===== src/rtl/packed_lane_unpacker.sv =====
// Splits packed mode_3 accumulator words into two sign-extended 32-bit lane scalars.
// Plain words pass through unchanged as a single scalar.
module packed_lane_unpacker #(
  parameter int unsigned LANE_W   = 12,
  parameter int unsigned LANE_OFF = 16
) (
  input  logic        clk_i,
  input  logic        rst_i,
  input  logic        clear_i,
  input  logic        in_valid_i,
  output logic        in_ready_o,
  input  logic [31:0] in_data_i,
  input  logic        in_mode3_i,
  output logic        out_valid_o,
  input  logic        out_ready_i,
  output logic [31:0] out_data_o,
  output logic        out_lane_o,
  output logic        out_last_o
);

  localparam logic [1:0] StEmpty = 2'd0;
  localparam logic [1:0] StPass  = 2'd1;
  localparam logic [1:0] StLo    = 2'd2;
  localparam logic [1:0] StHi    = 2'd3;

  logic [1:0]  state_q, state_d;
  logic [31:0] hold_q, hold_d;
  logic        mode_q, mode_d;
  logic        capture;
  logic [1:0]  capture_state;

  logic [LANE_W-1:0] lo_lane;
  logic [LANE_W-1:0] hi_lane;
  logic [31:0]       lo_ext;
  logic [31:0]       hi_ext;

  // Guard bits between and above the lanes are simply never selected.
  assign lo_lane = hold_q[LANE_W-1:0];
  assign hi_lane = hold_q[LANE_OFF+LANE_W-1:LANE_OFF];
  assign lo_ext  = {{(32-LANE_W){lo_lane[LANE_W-1]}}, lo_lane};
  assign hi_ext  = {{(32-LANE_W){hi_lane[LANE_W-1]}}, hi_lane};

  always_comb begin
    out_valid_o = 1'b0;
    out_data_o  = '0;
    out_lane_o  = 1'b0;
    out_last_o  = 1'b0;
    unique case (state_q)
      StPass: begin
        out_valid_o = 1'b1;
        out_data_o  = hold_q;
        out_last_o  = 1'b1;
      end
      StLo: begin
        out_valid_o = 1'b1;
        out_data_o  = lo_ext;
      end
      StHi: begin
        out_valid_o = 1'b1;
        out_data_o  = hi_ext;
        out_lane_o  = 1'b1;
        out_last_o  = 1'b1;
      end
      default: ;
    endcase
  end

  // Accepting the final scalar frees the holding register in the same cycle.
  assign in_ready_o = ~rst_i & ~clear_i &
                      ((state_q == StEmpty) | (out_last_o & out_ready_i));
  assign capture       = in_valid_i & in_ready_o;
  assign capture_state = in_mode3_i ? StLo : StPass;

  always_comb begin
    state_d = state_q;
    hold_d  = hold_q;
    mode_d  = mode_q;
    if (capture) begin
      hold_d = in_data_i;
      mode_d = in_mode3_i;
    end
    unique case (state_q)
      StEmpty: if (capture) state_d = capture_state;
      StLo:    if (out_ready_i) state_d = mode_q ? StHi : StEmpty;
      StPass, StHi: begin
        if (out_ready_i) state_d = capture ? capture_state : StEmpty;
      end
      default: state_d = StEmpty;
    endcase
    if (clear_i) state_d = StEmpty;
  end

  always_ff @(posedge clk_i) begin
    if (rst_i) begin
      state_q <= StEmpty;
      hold_q  <= '0;
      mode_q  <= 1'b0;
    end else begin
      state_q <= state_d;
      hold_q  <= hold_d;
      mode_q  <= mode_d;
    end
  end

endmodule

===== config.mk =====
export PLATFORM = sky130hd
export DESIGN_NAME = packed_lane_unpacker
export DESIGN_NICKNAME = d
export VERILOG_FILES = /design/src/rtl/packed_lane_unpacker.sv
export SDC_FILE = /design/constraint.sdc
export NUM_CORES = 1
export LEC_CHECK = 0
export ABC_AREA = 0
export CAP_MARGIN = 20
export CELL_PAD_IN_SITES_DETAIL_PLACEMENT = 1
export CELL_PAD_IN_SITES_GLOBAL_PLACEMENT = 1
export CORE_MARGIN = 2
export CORE_UTILIZATION = 33
export CTS_CLUSTER_SIZE = 30
export DETAILED_ROUTE_END_ITERATION = 16
export GPL_ROUTABILITY_DRIVEN = 0
export HOLD_SLACK_MARGIN = 0.12
export PLACE_DENSITY_LB_ADDON = 0.05
export SLEW_MARGIN = 20
export SYNTH_ARGS = -nofsm -noshare
export SYNTH_HDL_FRONTEND = slang
export SYNTH_SLANG_ARGS = --single-unit

===== constraint.sdc =====
create_clock -name clk_i -period 2.2 [get_ports clk_i]
set_input_delay 0.44 -clock clk_i [delete_from_list [all_inputs] [get_ports clk_i]]
set_output_delay 0.44 -clock clk_i [all_outputs]
set_load 0.05 [all_outputs]

==> results.py, run 1 <==
metrics = {
    "clock_tree": {
        "clk_pin_slew_worst_paths_ns": 0.07,
        "numCtsBuffers": 5,
        "cts_htree_levels": 2,
        "clockRootBuffer": "clkbuf_8",
        "clockBufferDepth": 2,
        "clkLatencyLatePin_ns": 0.29,
        "cts_sinks": 35,
        "postCtsSetupRepairBufs": 0,
        "cts_tree": "done",
    },
    "floorplan": {
        "coreArea_sq_um": 5850,
        "die_h_microns": 81.4,
        "die_area_sq_um": 6630,
        "io_pins": 74,
        "die_w_microns": 81.4,
        "rows": 28,
        "start_util": 0.338,
    },
    "route": {
        "drt_first_pass_iters": 4,
        "viasPerCell": 4.87,
        "routed_wl_microns": 5520,
        "postRouteAntennaNets": 0,
        "via_count": 1710,
        "drc": 0,
        "detail_route.wl_per_cell_microns": 15.7,
        "drt_iter0_drc": 64,
    },
    "pwr": {
        "total_power_w": 0.00162,
        "swShare": 0.247,
        "switching_power_w": 0.000401,
        "p_seq_frac": 0.429,
        "clock_power_share": 0.375,
        "p_leak_nw": 1.31,
        "comb_power_share": 0.196,
        "vdd_drop_max_uv": 262,
        "power_density_nw_per_um2": 494,
        "internal_power_w": 0.00122,
    },
    "synthesis": {
        "synth_top_cells_by_area": "dfxtp_1, mux2_2, nor2b_1",
        "yosys.cell_types.count": 24,
        "synthFlopType": "dfxtp_1",
        "yosysMostFrequentCell": "mux2_2",
        "synth_cells": 201,
        "synthArstFlopShare": 0,
        "yosys_warnings": 0,
        "yosys-top-cells-count": "mux2_2, nor2b_1, dfxtp_1, a21oi_1, nand2b_1",
        "synth_top_area_frac": 0.354,
        "synth_top_area_cell": "dfxtp_1",
        "ys_seq_elements": 35,
        "ys_seq_area_frac": 0.354,
        "netlist_area_sq_um": 1980,
        "synth_fp_nets": 239,
        "synth_edf_count": 0,
        "synth.avg_cell_area_sq_um": 9.85,
    },
    "sta": {
        "finalCritPeriodShare": 0.939,
        "hold_violations": 0,
        "slew_violations": 0,
        "fmax_mhz": 484,
        "max_slew_margin": 0.749,
        "period_minus_slack_ns": 2.07,
        "finClkSkew_ns": 0.00631,
        "setup_violations": 0,
        "rsz0062_at_grt": "no",
        "setup_ws_ns": 0.134,
        "worst_pin_slew_ns": 0.377,
    },
    "global_route": {
        "grt_util_met2": 0.316,
        "grt_pass1_vias": 1838,
        "grtUsageMet1": 0.218,
        "grt_start_max_net_pins": 35,
        "busiest_layer": "met2",
        "grt_usage": 0.181,
        "grt_pass1_wl_microns": 9050,
        "grt_use_met3": 0.0505,
        "antenna_found_initial": 0,
        "grt_overflow_total": 0,
    },
    "setup_path": {
        "crit_path_end_kind": "primary output",
        "startpoint_type": "flop",
        "crit_fanout": 17,
        "cp.arrival_ns": 1.63,
        "crit_type": "flop to primary output",
        "required_ns": 1.76,
    },
    "cells_and_area": {
        "area_growth_pct": 65.9,
        "final_util": 0.561,
        "fin_area_sq_um": 3280,
        "nNetsFinal": 313,
        "drive_above_1_share": 0.388,
        "diodes": 0,
        "final_cell_count_no_fill": 351,
    },
    "placed_design": {
        "dp_cells": 343,
        "dp_slack_ns": 0.185,
        "dpl.hpwl_microns": 3900,
        "dpl-instance-area_sq_um": 3160,
        "port_buffers": 73,
    },
    "hold_path": {
        "hold_class": "flop to flop",
    },
    "flow_run": {
        "drv_cap": 0,
    },
    "outcome": {
        "status": "complete, no violations",
    },
}
==> layout make-up <==
| cell class | count | area [sq um] |
|---|---|---|
| well taps | 75 | 93.8 |
| clock buffers | 6 | 82.6 |
| repair buffers | 84 | 1190 |
| multi-input cells | 146 | 1170 |
| fillers | 610 | 2570 |
| inverters | 3 | 11.3 |
| flip-flops and latches | 35 | 703 |
| clock inverters | 2 | 35.0 |
==> flip-flops by register name, indices dropped and copies added, names as in the netlist <==
| signal | count |
|---|---|
| hold_q | 32 |
| state_q | 2 |
| mode_q | 1 |
==> what timing repair did <==
item	in CTS	in global routing
resized for setup	1	2
endpoints found under the setup margin	1	28
pin swaps	0	0
hold buffers	0	0
==> kinds of logic (layout without fill, tap and decap cells) <==
group | after synthesis | after routing | synth area share
compound gates | 38 | 38 | 0.137
buf+inv | 20 | 95 | 0.0563
flops | 35 | 35 | 0.354
mux | 44 | 44 | 0.254
simple gates | 64 | 64 | 0.198
==> through the flow <==
step                      setup TNS, ns  hold slack (ns)
after floorplan                  -0.124            0.524
after global placement                0            0.579
after detailed placement              0            0.576
after CTS                             0            0.593
after global routing                  0            0.628
final                                 0            0.590
==> cell usage in the layout (no fill, tap or decap), types with 2 or more instances in the layout <==
cell	n
a21oi_1	19
a22o_1	13
buf_12	37
buf_4	9
clkbuf_8	6
clkdlybuf4s50_1	37
dfxtp_1	33
dfxtp_2	2
inv_1	3
mux2_2	42
mux2_4	2
nand2_1	2
nand2b_1	19
nor2_1	2
nor2b_1	36
or2_2	2
==> power by group through the flow <==
stage / clock network [W] / logic (W) / registers, W
4_1_cts: 0.000629 / 0.000322 / 0.000696
3_5_place_dp: 0 / 0.000321 / 0.000710
5_1_grt: 0.000660 / 0.000341 / 0.000702
3_3_place_gp: 0 / 0.000316 / 0.000708
2_1_floorplan: 0 / 0.000174 / 0.000699
6_report: 0.000609 / 0.000317 / 0.000696
==> worst paths after layout <==
path / startpoint / endpoint / slack, ns / depth (start not counted)
setup / recovery: state_q[0] / out_data_o[7] / 0.13 / 5
hold / removal: mode_q / state_q[0] / 0.59 / 2
setup reg to reg: state_q[0] / hold_q[22] / 0.49 / 6
hold reg to reg: mode_q / state_q[0] / 0.59 / 2
==> routing by layer <==
layer / wire [microns] / vias up
li1: - / 837
met3: 304 / 6
met2: 2840 / 44
met4: 66 / 0
met1: 2310 / 823
met5: 0 / -
==> critical path: stages, from the launching register on <==
cell and delay [ns]:
dfxtp_2 0.38, buf_12 0.17, nor2b_1 0.19, buf_4 0.22, a22o_1 0.22, buf_12 0.15
Note: power is estimated with default switching activity, not from simulation.
==> run 2: changes to the inputs <==
PLACE_DENSITY_LB_ADDON = 0.1   (was 0.05)
==> run 2 against run 1 <==
  * First-iteration DRC count decreased by 34%
  * Global-route usage fell by 0.79 points
  * Via count down 0.88%
  * Total power decreased by 7.9%
  * Clock power shrank 21%
  * Clock-buffer cell count unchanged
  * Largest cell class unchanged
==> results.py, run 2 (synthesized netlist as in run 1, its figures left out) <==
metrics = {
    "cells_and_area": {
        "seqCellArea_sq_um": 701,
        "multi_input_area_sq_um": 1170,
        "nFillCells": 611,
        "top_register": "hold_q",
        "reg_top3": "hold_q (32), state_q (2), mode_q (1)",
        "fin_area_sq_um": 3230,
        "drive_above_1_share": 0.378,
        "area_growth_pct": 63.4,
        "diodes": 0,
        "largest_reg_flops": 32,
        "layout_commonest_cell": "mux2_2",
        "nNetsFinal": 313,
        "mostFrequentLayoutCells": "mux2_2, clkdlybuf4s50_1, nor2b_1, buf_12, dfxtp_1",
    },
    "sta": {
        "slew_violations": 0,
        "hold_slack_ns": 0.593,
        "period_minus_slack_ns": 2.10,
        "hold_violations": 0,
        "setup_ws_ns": 0.104,
        "setup_violations": 0,
        "fmax_mhz": 477,
        "rsz0062_at_grt": "no",
        "finalCritPeriodShare": 0.953,
        "finClkSkew_ns": 0.00541,
        "worst_pin_slew_ns": 0.392,
        "max_slew_margin": 0.738,
    },
    "pwr": {
        "swShare": 0.264,
        "total_power_w": 0.00150,
        "comb_power_share": 0.214,
        "switching_power_w": 0.000394,
        "p_seq_frac": 0.465,
        "clock_power_share": 0.321,
        "p_leak_nw": 1.29,
        "internal_power_w": 0.00110,
        "power_density_nw_per_um2": 462,
        "vdd_drop_max_uv": 231,
    },
    "setup_path": {
        "cp.arrival_ns": 1.66,
        "worst-path-stages": 5,
        "crit_fanout": 19,
        "cp_slowest_cell": "dfxtp_1",
        "path_buf_inv": 2,
        "cp-endpoint": "out_data_o[19]",
        "r2r_cells": 6,
        "crit_type": "flop to primary output",
        "required_ns": 1.76,
        "slowest_delay_ns": 0.38,
        "crit-reg2reg-launch": "state_q[0]",
        "crit_path_end_kind": "primary output",
        "startpoint_type": "flop",
        "regToRegSetupSlack_ns": 0.44,
        "timing.rr.end": "hold_q[30]",
        "crit_path_cell_trace": "mux2_2 > nand2_1 > buf_4 > a21oi_1 > buf_12",
        "critical_path.top_delay_family": "buffers and inverters",
        "crit_start": "state_q[0]",
    },
    "clock_tree": {
        "cts_sinks": 35,
        "postCtsSetupRepairBufs": 0,
        "clockRootBuffer": "clkbuf_8",
        "clk_pin_slew_worst_paths_ns": 0.07,
        "numCtsBuffers": 5,
        "clkLatencyLatePin_ns": 0.29,
        "cts_htree_levels": 2,
        "clockBufferDepth": 2,
        "ctsHoldBuffers": 0,
        "cts_resized": 0,
        "cts_tree": "done",
    },
    "global_route": {
        "antenna_found_initial": 0,
        "grt_pass1_wl_microns": 8740,
        "grt_start_max_net_pins": 35,
        "grt_pass1_vias": 1758,
        "grt_overflow_total": 0,
        "grt_usage": 0.173,
    },
    "floorplan": {
        "io_pins": 74,
        "start_util": 0.338,
        "rows": 28,
        "coreArea_sq_um": 5850,
        "die_area_sq_um": 6630,
        "die_w_microns": 81.4,
        "die_h_microns": 81.4,
    },
    "placed_design": {
        "dpl-instance-area_sq_um": 3150,
        "dp_slack_ns": 0.182,
        "dpl.hpwl_microns": 3930,
        "port_buffers": 73,
    },
    "route": {
        "highest_layer": "met4",
        "detail_route.wl_per_cell_microns": 15.6,
        "wl_met3_microns": 255,
        "met2_length_microns": 2680,
        "drt_iter0_drc": 42,
        "viasPerCell": 4.84,
        "drt_first_pass_iters": 4,
        "drc": 0,
        "postRouteAntennaNets": 0,
        "drt-met1-wl_microns": 2460,
        "via_count": 1695,
        "routed_wl_microns": 5450,
    },
    "outcome": {
        "status": "complete, no violations",
    },
    "hold_path": {
        "hold_class": "flop to flop",
    },
    "flow_run": {
        "drv_cap": 0,
    },
}
-- run 2: cell types whose count changed in the layout (fill, tap and decap cells not counted), sizes merged --
cell / change
bufinv: -1
-- run 2: layer usage --
| metal | vias up | global-route usage |
|---|---|---|
| li1 | 838 | - |
| met1 | 806 | 0.220 |
| met2 | 45 | 0.295 |
| met3 | 6 | 0.0330 |
| met4 | 0 | 0.0559 |
| met5 | - | 0 |
-- run 2: how the worst min path moves through the flow --
stage | start | end | cells past startpoint
floorplan | mode_q | state_q[0] | 2
global placement | hold_q[28] | hold_q[28] | 2
detailed placement | mode_q | state_q[0] | 2
CTS | mode_q | state_q[0] | 2
global route | mode_q | state_q[0] | 2
finish | mode_q | state_q[0] | 2
-- run 2: per-stage QoR --
step / setup TNS, ns / util / instances
2_1_floorplan: -0.124 / - / 201
3_3_place_gp: 0 / 0.538 / 343
3_5_place_dp: 0 / 0.538 / 343
4_1_cts: 0 / 0.553 / 350
5_1_grt: 0 / 0.553 / 350
6_report: 0 / 0.553 / 350
-- run 2: worst register-to-register path, delay by kind of cell (launching register included) --
kind / cells / cell delay (ns)
flip-flops: 1 / 0.38
AND/OR/NAND/NOR: 1 / 0.06
AO/OA/AOI/OAI: 1 / 0.27
multiplexers: 1 / 0.35
buffers and inverters: 3 / 0.59
-- run 2: cell type report --
type	instances	share of cell area
timing repair buffer	84	0.363
multi-input combinational	146	0.361
sequential	35	0.217
tap	75	0.0290
clock buffer	6	0.0255
inverter	3	0.00348
clock inverter	1	0.00155
-- run 2: power groups by stage --
stage               combinational (W)  clock, W  sequential (W)
floorplan                    0.000174         0        0.000699
global placement             0.000318         0        0.000708
detailed placement           0.000322         0        0.000710
CTS                          0.000324  0.000493        0.000695
global route                 0.000343  0.000522        0.000699
finish                       0.000320  0.000480        0.000695
